$ cat config.mk
export PLATFORM = sky130hd
export DESIGN_NAME = keypad_scanner
export DESIGN_NICKNAME = d
export VERILOG_FILES = /design/src/rtl/keypad_pkg.sv /design/src/rtl/keypad_col_timer.sv /design/src/rtl/keypad_scanner.sv
export SDC_FILE = /design/constraint.sdc
export NUM_CORES = 1
export LEC_CHECK = 0
export CORE_ASPECT_RATIO = 0.7
export CORE_MARGIN = 1
export CORE_UTILIZATION = 55
export CTS_BUF_LIST = sky130_fd_sc_hd__clkbuf_4 sky130_fd_sc_hd__clkbuf_8
export DETAILED_ROUTE_END_ITERATION = 6
export GPL_ROUTABILITY_DRIVEN = 0
export PLACE_DENSITY = 0.8
export SETUP_SLACK_MARGIN = 0.05
export SLEW_MARGIN = 20
export SYNTH_ARGS = -nofsm -noshare
export SYNTH_HDL_FRONTEND = slang
export SYNTH_SLANG_ARGS = --single-unit
$ cat constraint.sdc
create_clock -name clock -period 3.7 [get_ports clock]
set_input_delay 0.555 -clock clock [delete_from_list [all_inputs] [get_ports clock]]
set_output_delay 0.555 -clock clock [all_outputs]
set_load 0.01 [all_outputs]
$ cat src/rtl/keypad_pkg.sv
// Shared types and constants for the 4x4 matrix keypad scanner.
package keypad_pkg;

  localparam int unsigned KP_COLS   = 4;
  localparam int unsigned KP_ROWS   = 4;
  localparam int unsigned KP_CODE_W = 4;
  localparam int unsigned KP_COL_W  = 2;
  localparam int unsigned KP_ROW_W  = 2;

  typedef enum logic [1:0] {
    ST_SCAN     = 2'd0,
    ST_DEBOUNCE = 2'd1,
    ST_HELD     = 2'd2
  } kp_state_e;

  typedef enum logic [1:0] {
    RES_NONE   = 2'd0,
    RES_SINGLE = 2'd1,
    RES_MULTI  = 2'd2
  } kp_result_e;

  // Key code is column-major: column*4 + row.
  function automatic logic [KP_CODE_W-1:0] kp_encode(input logic [KP_COL_W-1:0] col,
                                                      input logic [KP_ROW_W-1:0] row);
    return {col, row};
  endfunction

endpackage

$ cat src/rtl/keypad_col_timer.sv
// Column scan timing: slot counter, active-low column drive and sample/scan-end strobes.
module keypad_col_timer
  import keypad_pkg::*;
#(
  parameter int unsigned SCAN_DIV = 50000
) (
  input  logic                clk_i,
  input  logic                rst_i,
  output logic [KP_COLS-1:0]  col_out_o,
  output logic [KP_COL_W-1:0] col_idx_o,
  output logic                sample_strobe_o,
  output logic                scan_end_o
);

  localparam int unsigned      CNT_W     = (SCAN_DIV > 1) ? $clog2(SCAN_DIV) : 1;
  localparam logic [CNT_W-1:0] SLOT_LAST = CNT_W'(SCAN_DIV - 1);
  localparam logic [KP_COL_W-1:0] COL_LAST = KP_COL_W'(KP_COLS - 1);

  logic [CNT_W-1:0]    slot_cnt_q, slot_cnt_d;
  logic [KP_COL_W-1:0] col_idx_q, col_idx_d;
  logic [KP_COLS-1:0]  col_out_q;
  logic                sample_strobe_q, scan_end_q;
  logic                slot_last_d;

  always_comb begin
    slot_cnt_d = slot_cnt_q + CNT_W'(1);
    col_idx_d  = col_idx_q;
    if (slot_cnt_q == SLOT_LAST) begin
      slot_cnt_d = '0;
      col_idx_d  = col_idx_q + KP_COL_W'(1);
    end
    slot_last_d = (slot_cnt_d == SLOT_LAST);
  end

  // Strobes are registered one cycle ahead so they line up with the slot's last cycle.
  always_ff @(posedge clk_i) begin
    if (rst_i) begin
      slot_cnt_q      <= '0;
      col_idx_q       <= '0;
      col_out_q       <= 4'b1110;
      sample_strobe_q <= 1'b0;
      scan_end_q      <= 1'b0;
    end else begin
      slot_cnt_q      <= slot_cnt_d;
      col_idx_q       <= col_idx_d;
      col_out_q       <= ~(KP_COLS'(1) << col_idx_d);
      sample_strobe_q <= slot_last_d;
      scan_end_q      <= slot_last_d && (col_idx_d == COL_LAST);
    end
  end

  assign col_out_o       = col_out_q;
  assign col_idx_o       = col_idx_q;
  assign sample_strobe_o = sample_strobe_q;
  assign scan_end_o      = scan_end_q;

endmodule

$ cat src/rtl/keypad_scanner.sv
// 4x4 active-low keypad scanner: synchronise rows, classify each full scan,
// debounce press/release and hold accepted codes in a one-entry valid/ack buffer.
module keypad_scanner
  import keypad_pkg::*;
#(
  parameter int unsigned SCAN_DIV       = 50000,
  parameter int unsigned DEBOUNCE_SCANS = 4
) (
  input  logic                 clock,
  input  logic                 reset,
  input  logic [KP_ROWS-1:0]   row_in,
  output logic [KP_COLS-1:0]   col_out,
  output logic [KP_CODE_W-1:0] key_code,
  output logic                 key_valid,
  input  logic                 key_ack,
  output logic                 key_held,
  output logic                 key_overrun
);

  localparam int unsigned     DB_W    = $clog2(DEBOUNCE_SCANS + 1);
  localparam logic [DB_W-1:0] DB_LAST = DB_W'(DEBOUNCE_SCANS - 1);

  logic [KP_COL_W-1:0]  col_idx;
  logic                 sample_strobe;
  logic                 scan_end;

  logic [KP_ROWS-1:0]   row_s1_q, row_s2_q;
  logic [1:0]           acc_cnt_q, acc_cnt_d;
  logic [KP_CODE_W-1:0] acc_code_q;

  logic [KP_ROWS-1:0]   lows;
  logic [2:0]           pop;
  logic [2:0]           sum;
  logic [KP_ROW_W-1:0]  row_idx;
  logic [KP_CODE_W-1:0] sample_code;
  logic [KP_CODE_W-1:0] res_code;
  kp_result_e           res;
  logic                 accept_c;

  kp_state_e            state_q;
  logic [KP_CODE_W-1:0] cand_q;
  logic [DB_W-1:0]      db_cnt_q;
  logic [DB_W-1:0]      rel_cnt_q;
  logic                 held_q;

  logic [KP_CODE_W-1:0] key_code_q;
  logic                 key_valid_q;
  logic                 key_overrun_q;

  keypad_col_timer #(
    .SCAN_DIV (SCAN_DIV)
  ) u_col_timer (
    .clk_i           (clock),
    .rst_i           (reset),
    .col_out_o       (col_out),
    .col_idx_o       (col_idx),
    .sample_strobe_o (sample_strobe),
    .scan_end_o      (scan_end)
  );

  always_ff @(posedge clock) begin
    if (reset) begin
      row_s1_q <= '1;
      row_s2_q <= '1;
    end else begin
      row_s1_q <= row_in;
      row_s2_q <= row_s1_q;
    end
  end

  // Classify the current sample merged with what earlier columns of this scan saw.
  always_comb begin
    lows    = ~row_s2_q;
    pop     = '0;
    row_idx = '0;
    for (int r = 0; r < int'(KP_ROWS); r++) begin
      if (lows[r]) begin
        pop     = pop + 3'd1;
        row_idx = KP_ROW_W'(r);
      end
    end
    sample_code = kp_encode(col_idx, row_idx);
    sum         = 3'(acc_cnt_q) + pop;
    acc_cnt_d   = (sum > 3'd2) ? 2'd2 : sum[1:0];
    res_code    = (pop == 3'd1) ? sample_code : acc_code_q;
    if (sum == 3'd0) begin
      res = RES_NONE;
    end else if (sum == 3'd1) begin
      res = RES_SINGLE;
    end else begin
      res = RES_MULTI;
    end
  end

  always_ff @(posedge clock) begin
    if (reset) begin
      acc_cnt_q  <= '0;
      acc_code_q <= '0;
    end else if (sample_strobe) begin
      if (scan_end) begin
        acc_cnt_q  <= '0;
        acc_code_q <= '0;
      end else begin
        acc_cnt_q <= acc_cnt_d;
        if (pop == 3'd1) begin
          acc_code_q <= sample_code;
        end
      end
    end
  end

  always_comb begin
    accept_c = 1'b0;
    if (scan_end && (res == RES_SINGLE)) begin
      if ((state_q == ST_SCAN) && (DEBOUNCE_SCANS == 1)) begin
        accept_c = 1'b1;
      end else if ((state_q == ST_DEBOUNCE) && (res_code == cand_q) && (db_cnt_q == DB_LAST)) begin
        accept_c = 1'b1;
      end
    end
  end

  // Press/release debounce; every transition happens on a scan boundary.
  always_ff @(posedge clock) begin
    if (reset) begin
      state_q   <= ST_SCAN;
      cand_q    <= '0;
      db_cnt_q  <= '0;
      rel_cnt_q <= '0;
      held_q    <= 1'b0;
    end else if (scan_end) begin
      case (state_q)
        ST_SCAN: begin
          if (res == RES_SINGLE) begin
            cand_q <= res_code;
            if (accept_c) begin
              state_q  <= ST_HELD;
              held_q   <= 1'b1;
              db_cnt_q <= '0;
            end else begin
              state_q  <= ST_DEBOUNCE;
              db_cnt_q <= DB_W'(1);
            end
          end
        end
        ST_DEBOUNCE: begin
          if ((res == RES_SINGLE) && (res_code == cand_q)) begin
            if (accept_c) begin
              state_q  <= ST_HELD;
              held_q   <= 1'b1;
              db_cnt_q <= '0;
            end else begin
              db_cnt_q <= db_cnt_q + DB_W'(1);
            end
          end else begin
            state_q  <= ST_SCAN;
            db_cnt_q <= '0;
          end
        end
        ST_HELD: begin
          if (res == RES_NONE) begin
            if (rel_cnt_q == DB_LAST) begin
              state_q   <= ST_SCAN;
              held_q    <= 1'b0;
              rel_cnt_q <= '0;
            end else begin
              rel_cnt_q <= rel_cnt_q + DB_W'(1);
            end
          end else begin
            rel_cnt_q <= '0;
          end
        end
        default: begin
          state_q   <= ST_SCAN;
          held_q    <= 1'b0;
          db_cnt_q  <= '0;
          rel_cnt_q <= '0;
        end
      endcase
    end
  end

  // One-entry output buffer; an ack in the accept cycle frees room for the new code.
  always_ff @(posedge clock) begin
    if (reset) begin
      key_code_q    <= '0;
      key_valid_q   <= 1'b0;
      key_overrun_q <= 1'b0;
    end else if (accept_c) begin
      if (!key_valid_q || key_ack) begin
        key_code_q  <= res_code;
        key_valid_q <= 1'b1;
      end else begin
        key_overrun_q <= 1'b1;
      end
    end else if (key_ack && key_valid_q) begin
      key_valid_q <= 1'b0;
    end
  end

  assign key_code    = key_code_q;
  assign key_valid   = key_valid_q;
  assign key_held    = held_q;
  assign key_overrun = key_overrun_q;

endmodule
[After elaboration in Yosys (flattened, before gate mapping)]
Index checks and enable logic that the tools add are counted.
Cells by class
  eq/ne operators: 17
  shifts and indexed selects: 1
  $add $sub $neg: 8
  magnitude comparators: 1
  muxes and demuxes: 41
  reductions and logical operators: 21
  bitwise gates (word level): 5
Operators by type and width (count)
  $eq 16x16->1 const B: 2
  $mux 2: 13
  $mux 3: 8
  $add 16x1->16 const B: 1
  $mux 16: 1
  $add 3x1->3 const B: 5
  $mux 1: 13
  $reduce_and 5->1: 2
  $pmux 3 s3: 1
  $mux 4: 2
  $not 4->4: 2
  $reduce_and 2->1: 4
  $eq 3x1->1 const B: 2
  $eq 3x2->1 const B: 2
  $logic_and 1x1->1: 6
  $ne 2x2->1 const B: 3
  $pmux 2 s3: 1
  $pmux 3 s2: 1
  $reduce_and 3->1: 2
  $eq 2x1->1 const B: 2
  $eq 2x2->1 const B: 2
  $eq 4x4->1: 1
  $logic_not 2->1: 2
  $ne 2x1->1 const B: 2
  other kinds (12): 14
Word-level totals
  word-level logic and storage cells: 111
  bits of input ports: 7
  flip-flop bits (word level): 57

[Depth between registers and ports, before layout]
Gate-level depths: netlist of run 1.
  depth after elaboration: 18
  gate-level depth with buffers: 14
  depth with buffers taken out: 14

[Cells and area by module]
From an unflattened synthesis of run 1, not the netlist that was laid out.
Second synthesis, totals
  cell total of the unflattened synthesis: 328
  area total of the unflattened synthesis: 2890.3 µm²
By module, submodules not included
  keypad_scanner: cells each 213, times used 1, sequential area each 660.6 µm², area an instance 1818.0 µm²
  keypad_col_timer: cells each 115, times used 1, sequential area each 480.5 µm², area an instance 1072.3 µm²

[Worst setup path before layout of run 1]
Ideal clock, no wire load.
  path kind: register to register
  start: reg row_s2_q[0]
  end: reg key_code_q[0], in the netlist key_code[0]
  stages on the path, launching flop included: 15
  setup slack: 0.277 ns
  setup time: 0.123 ns
  path buffers: 1
  arrival: 3.300 ns
  clock period less this slack: 3.423 ns
  cell sequence: dfxtp_1 -> inv_1 -> ha_1 -> buf_6 -> xnor2_2 -> ha_1 -> nor2_1 -> a31oi_2 -> fa_1 -> xnor3_1 -> nor3_2 -> and2_1 -> and3_1 -> nand3_2 -> mux2_1
Between the ends
  longest elaborated chain between the ends: 16
Ends and longest elaborated chain
  start, declared: RTL line keypad_scanner.sv:27  | logic [KP_ROWS-1:0] row_s1_q, row_s2_q;
  start signal, assigned: RTL line keypad_scanner.sv:67  | row_s2_q <= row_s1_q;
  $not 4->4 (*): RTL line keypad_scanner.sv:73  | lows = ~row_s2_q;
  $mux 1 (*): RTL line keypad_scanner.sv:77  | if (lows[r]) begin
  $add 3x1->3: RTL line keypad_scanner.sv:78  | pop = pop + 3'd1;
  $mux 3 (*): RTL line keypad_scanner.sv:77
  $add 3x1->3: RTL line keypad_scanner.sv:78
  $mux 3 (*): RTL line keypad_scanner.sv:77
  $add 3x1->3: RTL line keypad_scanner.sv:78
  $mux 3 (*): RTL line keypad_scanner.sv:77
  $add 2x3->3 or $eq 3x1->1 (tied branches): RTL line keypad_scanner.sv:83, keypad_scanner.sv:85
  $eq 3x1->1 or $mux 4 (tied branches)
  $mux 2 or $eq 4x4->1 (tied branches): RTL line keypad_scanner.sv:88, keypad_scanner.sv:117
  $mux 2 or $logic_and 1x1->1 (tied branches): RTL line keypad_scanner.sv:86, keypad_scanner.sv:117
  $eq 2x1->1 or $logic_and 1x1->1 (tied branches): RTL line keypad_scanner.sv:114, keypad_scanner.sv:117
  $logic_and 1x1->1 or $mux 1 (tied branches): RTL line keypad_scanner.sv:114, keypad_scanner.sv:117
  $mux 1: RTL line keypad_scanner.sv:114  | if (scan_end && (res == RES_SINGLE)) begin
  $reduce_and 2->1 (no source line)
  end signal, assigned: RTL line keypad_scanner.sv:191  | key_code_q <= res_code;
  end, declared: RTL line keypad_scanner.sv:46  | logic [KP_CODE_W-1:0] key_code_q;
Every way passes the cells marked *; elsewhere a longest branch is shown, timed or not.
A chain may end at the register's enable or synchronous reset.

[Final worst setup path of run 1]
  start: reg row_s2_q[0]
  end: reg key_code_q[3], in the netlist key_code[3]
The elaborated chain is that of the path after synthesis.

==> results of run 1 <==
worst register-to-register path: cells and delay by family (launching register included):
| kind | cells | cell delay [ns] |
|---|---|---|
| flip-flops | 1 | 0.33 |
| AND/OR/NAND/NOR | 5 | 0.78 |
| multiplexers | 1 | 0.35 |
| buffers and inverters | 1 | 0.05 |
| adder cells (fa/ha/maj) | 3 | 1.21 |
| AO/OA/AOI/OAI | 1 | 0.39 |
| XOR/XNOR | 1 | 0.17 |
routing by layer:
metal	share of wire (%)	vias up	GRT usage, %
met4	0.82	0	6.05
li1	-	1159	-
met1	52	1060	36.1
met3	6.8	5	9.25
met2	41	69	33.5
met5	0	-	0
flip-flops by register name, summed over array words and instances (netlist names):
name                         count
state_q                          2
cand_q                           4
u_col_timer.col_out_o            4
acc_cnt_q                        2
u_col_timer.scan_end_o           1
row_s1_q                         4
u_col_timer.sample_strobe_o      1
row_s2_q                         4
key_valid                        1
db_cnt_q                         3
acc_code_q                       4
rel_cnt_q                        3
key_overrun                      1
u_col_timer.slot_cnt_q          16
u_col_timer.col_idx_o            2
key_held                         1
key_code                         4
cell usage in the layout, fill, tap and decap left out, types with 5 or more instances in the layout:
cell and count:
dfxtp_1 57, nor2_1 47, nand2_1 21, clkdlybuf4s50_1 17, inv_1 12, o21ai_0 12, xor2_1 11, a21oi_1 11
clkbuf_8 10, or2_2 9, ha_1 9, nor3_1 8, xnor2_1 8, nand3_1 8, and3_1 8, a211oi_1 5
a22oi_1 5, nand3b_1 5, nor2b_1 5, buf_4 5
repair_timing:
item | CTS | global route
setup endpoints to repair | 0 | 4
hold buffers | 0 | 0
setup buffers | 0 | 1
resized for setup | 0 | 3
final cells by class:
| cell class | instances | area [sq um] | share of cell area [%] |
|---|---|---|---|
| clock inverters | 6 | 90.1 | 2.70 |
| clock buffers | 10 | 138 | 4.12 |
| inverters | 12 | 45.0 | 1.35 |
| flip-flops and latches | 57 | 1140 | 34.2 |
| well taps | 69 | 86.3 | 2.59 |
| multi-input cells | 238 | 1630 | 48.8 |
| repair buffers | 22 | 208 | 6.22 |
worst min-delay path by stage:
stage	from	endpoint	slack, ns	cells past startpoint
after detailed placement	row_s1_q[3]	row_s2_q[3]	0.40	1
final	row_s1_q[3]	row_s2_q[3]	0.41	1
after CTS	row_s1_q[3]	row_s2_q[3]	0.41	1
after global placement	row_s1_q[2]	row_s2_q[2]	0.39	1
after global routing	row_s1_q[3]	row_s2_q[3]	0.42	1
after floorplan	row_s1_q[0]	row_s2_q[0]	0.39	1
power by group through the flow:
stage / Clock (mW) / Sequential [mW] / Combinational, mW
after global placement: 0 / 0.640 / 0.0832
after detailed placement: 0 / 0.641 / 0.0852
after global routing: 0.701 / 0.628 / 0.100
after CTS: 0.667 / 0.627 / 0.0858
final: 0.659 / 0.627 / 0.0909
after floorplan: 0 / 0.638 / 0.0662
kinds of logic after synthesis:
family,after synthesis,share of synthesized area (%)
buffers and inverters,26,4.05
muxes,7,2.57
DFF,57,39.7
adders and majority gates,10,4.61
and+or+nand+nor,147,27.8
xor gates and xnor gates,23,8.26
AOI/OAI and AO/OA,51,13.0
==> flow_summary.json, run 1 <==
{
  "worstSkewPairLatency_ns": 0.33,
  "die_x_microns": 88.4,
  "fin_cells": 414,
  "fin_area_sq_um": 3340,
  "floorplan.initialDensity_pct": 58.5,
  "wl_microns": 5980,
  "cts_tree": "done",
  "switchingPower_mw": 0.317,
  "r2r_cells": 12,
  "crit_buf_inv": 1,
  "hp-class": "reg2reg",
  "dr.pass1.iters": 4,
  "grt_setup_unrepaired": "no",
  "syn-num-nets": 338,
  "max_stage_delay_ns": 0.57,
  "cts.sinks": 57,
  "maxSlewHeadroom_pct": 42.0,
  "ys_seq_area_share_pct": 39.7,
  "ys_warn_count": 0,
  "antenna_found_initial": 0,
  "die_area_sq_um": 5530,
  "cts_root_buf": "clkbuf_8",
  "setup_violations": 0,
  "sw_frac_of_total_pct": 23.1,
  "start_kind": "flop",
  "cp_common_cell": "ha_1",
  "dpl_cell_area_sq_um": 3090,
  "yosysMostFrequentCell": "dfxtp_1",
  "hpwl_microns": 4270,
  "irDropWorstVdd_mv": 0.257,
  "htreeDepth": 3,
  "fillers": 410,
  "syn_area_sq_um": 2880,
  "antennaDiodeCount": 0,
  "share_comb_of_total_power_pct": 6.6,
  "ys_types": 63,
  "yosys-top-cells-count": "57 x dfxtp_1, 47 x nor2_1, 21 x nand2_1",
  "power_leakage_nw": 1.33,
  "pre_cts_ws_ns": 0.204,
  "ys_top_cells_by_area": "dfxtp_1 40%, nor2_1 6.1%, ha_1 3.9%",
  "syn_to_final_growth_pct": 16.0,
  "worst_pin_slew_ns": 0.862,
  "power.density_nw_per_um2": 413,
  "pwr-share-clk_pct": 47.8,
  "netlist_instances": 321,
  "cp-endpoint": "key_code[3]",
  "crit_path_end_kind": "flop",
  "fmax_mhz": 295,
  "synth_top_area_share_pct": 39.7,
  "skew_ns": 0.00922,
  "synth_top_flop_cell": "dfxtp_1",
  "reg2reg_to": "key_code[3]",
  "gr-total-overflow": 0,
  "clockBufferDepth": 2,
  "die_h_microns": 62.5,
  "ys_ff_latch": 57,
  "holdWs_ns": 0.412,
  "grt_first_pass_wirelength_microns": 10400,
  "setup_ws_ns": 0.313,
  "slowest_stage": "fa_1",
  "dpl.cell_count": 397,
  "finalHoldViolCount": 0,
  "maxCapViolations": 0,
  "pin_count": 18,
  "cts_made_buffers": 9,
  "postSynth.asyncResetShare_pct": 0,
  "grt_max_degree": 49,
  "sequentialPowerShare_pct": 45.6,
  "detail_route.wl_per_cell_microns": 14.4,
  "viasPerCell": 5.54,
  "ant_nets": 0,
  "fin_tns_setup_ns": 0,
  "p_int_mw": 1.06,
  "cp-startpoint": "row_s2_q[0]",
  "path_clk_slew_ns": 0.07,
  "route.detailed.drc": 0,
  "rows": 21,
  "drt-initial-drc-count": 185,
  "status": "complete, no violations",
  "rr_startpoint": "row_s2_q[0]",
  "cp.depth": 12,
  "fin_crit_sh_pct": 91.5,
  "path_cells": "inv_1 -> ha_1 -> xnor2_2 -> ha_1 -> nor2_1 -> a31oi_2 -> fa_1 -> nor3_4 -> and2_4 -> and3_1 -> nand3_2 -> mux2_1",
  "synth-edff-count": 0,
  "grt_pass1_vias": 2195,
  "fin_crit_ns": 3.39,
  "drv_slew": 0,
  "power_mw": 1.38,
  "drive_above_1_share_pct": 13.6,
  "nets": 357,
  "synth_area_per_cell_sq_um": 8.96,
  "reg2reg_slack_ns": 0.31,
  "cp.arrival_ns": 3.61,
  "final_util_pct": 67.9,
  "via_count": 2293,
  "crit_fanout": 7,
  "critPathRequiredTime_ns": 3.92,
  "coreArea_sq_um": 4910,
  "yosys.area.top_type": "dfxtp_1",
  "critPathTopFamily": "adder cells",
  "io_buffer_count": 17,
  "grt_usage_pct": 24.5,
  "criticalPathCategory": "reg2reg"
}
(Power assumes the default switching activity.)
==> run 2: changes to the inputs <==
--- a/config.mk
+++ b/config.mk
@@ -11,6 +11,7 @@
 export CTS_BUF_LIST = sky130_fd_sc_hd__clkbuf_4 sky130_fd_sc_hd__clkbuf_8
 export DETAILED_ROUTE_END_ITERATION = 6
 export GPL_ROUTABILITY_DRIVEN = 0
+export HOLD_SLACK_MARGIN = 0.05
 export PLACE_DENSITY = 0.8
 export SETUP_SLACK_MARGIN = 0.05
 export SLEW_MARGIN = 20
==> constraint.sdc (replaced) <==
create_clock -name clock -period 3.7 [get_ports clock]
set_input_delay 0.555 -clock clock [delete_from_list [all_inputs] [get_ports clock]]
set_output_delay 0.555 -clock clock [all_outputs]
set_load 0.05 [all_outputs]
==> results of run 2 <==
No change in the layout: final DEF, timing and power equal those of run 1.
==> patch: new RTL, flow settings as in run 2 <==
Re-encode `kp_state_e` (3 states) as one-hot, 3 bits wide.
--- a/src/rtl/keypad_pkg.sv
+++ b/src/rtl/keypad_pkg.sv
@@ -9,6 +9,6 @@
 
-  typedef enum logic [1:0] {
-    ST_SCAN     = 2'd0,
-    ST_DEBOUNCE = 2'd1,
-    ST_HELD     = 2'd2
+  typedef enum logic [2:0] {
+    ST_SCAN     = 3'b001,
+    ST_DEBOUNCE = 3'b010,
+    ST_HELD     = 3'b100
   } kp_state_e;
Formal check against the unedited RTL: no difference found for any inputs over 10 cycles, from zero or initial values and one cycle with reset high; not proved beyond that.
==> patch against run 2 <==
  * Power grew 2.2%
  * Synthesized area up 4.7%
  * Via count grew 12%
  * Sequential cell count increased by 1
  * Critical endpoint is now state_q[2]
  * Wire length up 7.9%
  * Cell area rose by 6.0%
  * Critical path type unchanged
  * Sequential share of layout area down 1.3 points
  * Utilization fell by 0.66 points
  * Worst setup slack worse by 0.038 ns
  * Maximum frequency fell by 1.1%
==> patch: results (changes against run 2) <==
| Metric | Value |
|---|---|
| Slowest cell on crit path | fa_1 (unchanged) |
| Initial antenna violation count | 0 (unchanged) |
| # nets final | 384 (was 357) |
| GRT Resource Usage Total | 24.2% (was 24.5%) |
| Crit-path max FO | 7 (unchanged) |
| CTS clk-pin slew, worst paths | 0.07 ns (about the same) |
| Crit-path max cell delay | 0.40 ns (was 0.57 ns) |
| Pre-CTS setup slack | -0.122 ns (was 0.204 ns) |
| Status | complete, no violations (unchanged) |
| Post-Place Cells | 427 (was 397) |
| # port buffers | 17 (unchanged) |
| Filler cells | 415 (was 410) |
| Netlist cell types | 64 (was 63) |
| Final wirelength | 6450 um (was 5980 um) |
| Max_slew headroom | 61.4% (was 42.0%) |
| Synth Area per Inst | 8.63 um^2 (was 8.96 um^2) |
| Leakage power | 1.34 nW (was 1.33 nW) |
| Vias in the first global route | 2289 (was 2195) |
| Clock Tree Buf Depth | 2 (unchanged) |
| Yosys warning count | 0 (unchanged) |
| Largest net degree at the start of global routing | 43 (was 49) |
| Asr flop ratio synth | 0% (unchanged) |
| First-pass GRT wire length | 10800 um (was 10400 um) |
| Fin cells | 444 (was 414) |
| Syn nets | 366 (was 338) |
| Top post-synthesis cells by count | dfxtp_1, nor2_1, nand2_1 (unchanged) |
| Total CTS buffers | 9 (unchanged) |
| First-iteration detailed-routing DRC count | 233 (was 185) |
| Max reg flops | 16 (unchanged) |
| Largest register by flop count | u_col_timer.slot_cnt_q (unchanged) |
| Drt first pass iters | 5 (was 4) |
| DP Area | 3230 um^2 (was 3090 um^2) |
| Layout cell share with drive strength beyond 1 | 13.7% (was 13.6%) |
| Max H-tree Level | 3 (unchanged) |
| Clock root buffer master | clkbuf_8 (unchanged) |
| HP Class | flop to flop (unchanged) |
| Synth top area cells | dfxtp_1, nor2_1, xnor2_1 (was dfxtp_1, nor2_1, ha_1) |
| Post-DP HPWL | 4500 um (was 4270 um) |
| Register area share after synthesis | 38.6% (was 39.7%) |
| Vias post-DR | 2574 (was 2293) |
| Ant. Diodes | 0 (unchanged) |
| CP arrival | 3.70 ns (was 3.61 ns) |
| Final Skew | 0.00531 ns (was 0.00922 ns) |
| Skew-Pair Late Insertion Delay | 0.35 ns (was 0.33 ns) |
| Maximum vdd drop | 225 uV (was 257 uV) |
-- patch: final cells by class --
class                      instances  area (um^2)  area share (%)
clock inverter                     4         72.6            2.05
sequential                        58         1160            32.9
timing repair buffer              23          215            6.09
tap                               72         90.1            2.55
multi-input combinational        260         1770            50.2
inverter                          15         56.3            1.59
clock buffer                      12          165            4.67
-- patch: what timing repair did --
item	4_1_cts	5_1_grt
setup buffers	1	0
hold buffers	0	0
pin swaps	2	4
gates resized for setup	5	5
endpoints found under the hold margin	0	0
setup endpoints to repair	11	17
cloned	0	0
-- patch: layer usage --
metal / wire length [um] / track usage (%) / vias up
li1: - / - / 1272
met5: 0 / 0 / -
met3: 436 / 7.98 / 15
met4: 114 / 10.5 / 0
met1: 3120 / 32.3 / 1198
met2: 2780 / 35.8 / 89
-- patch: kinds of logic after synthesis --
kind of cell | synth area share [%]
simple gates | 29.0
fa+ha+maj | 4.41
buf+inv | 4.36
compound gates | 15.3
xor+xnor | 7.11
flops | 38.6
mux | 1.33
-- patch: worst paths after layout --
path	to	from	depth (start not counted)	slack, ns
min reg2reg	row_s2_q[2]	row_s1_q[2]	1	0.41
max	state_q[2]	row_s2_q[0]	15	0.28
max reg2reg	state_q[2]	row_s2_q[0]	15	0.28
min	row_s2_q[2]	row_s1_q[2]	1	0.41
-- patch: critical path: cells and delay by family, from the launching register on --
kind | cells | cell delay (ns)
compound gates | 3 | 0.55
simple gates | 4 | 0.86
fa+ha+maj | 3 | 0.96
flops | 1 | 0.33
xor+xnor | 2 | 0.44
buf+inv | 3 | 0.21
-- patch: where the power goes --
group | internal, W | leakage [nW] | switching (W)
clock | 0.000433 | 0.119 | 0.000256
combinational | 0.0000360 | 0.747 | 0.0000444
sequential | 0.000631 | 0.469 | 0.00000646
total | 0.00110 | 1.34 | 0.000307
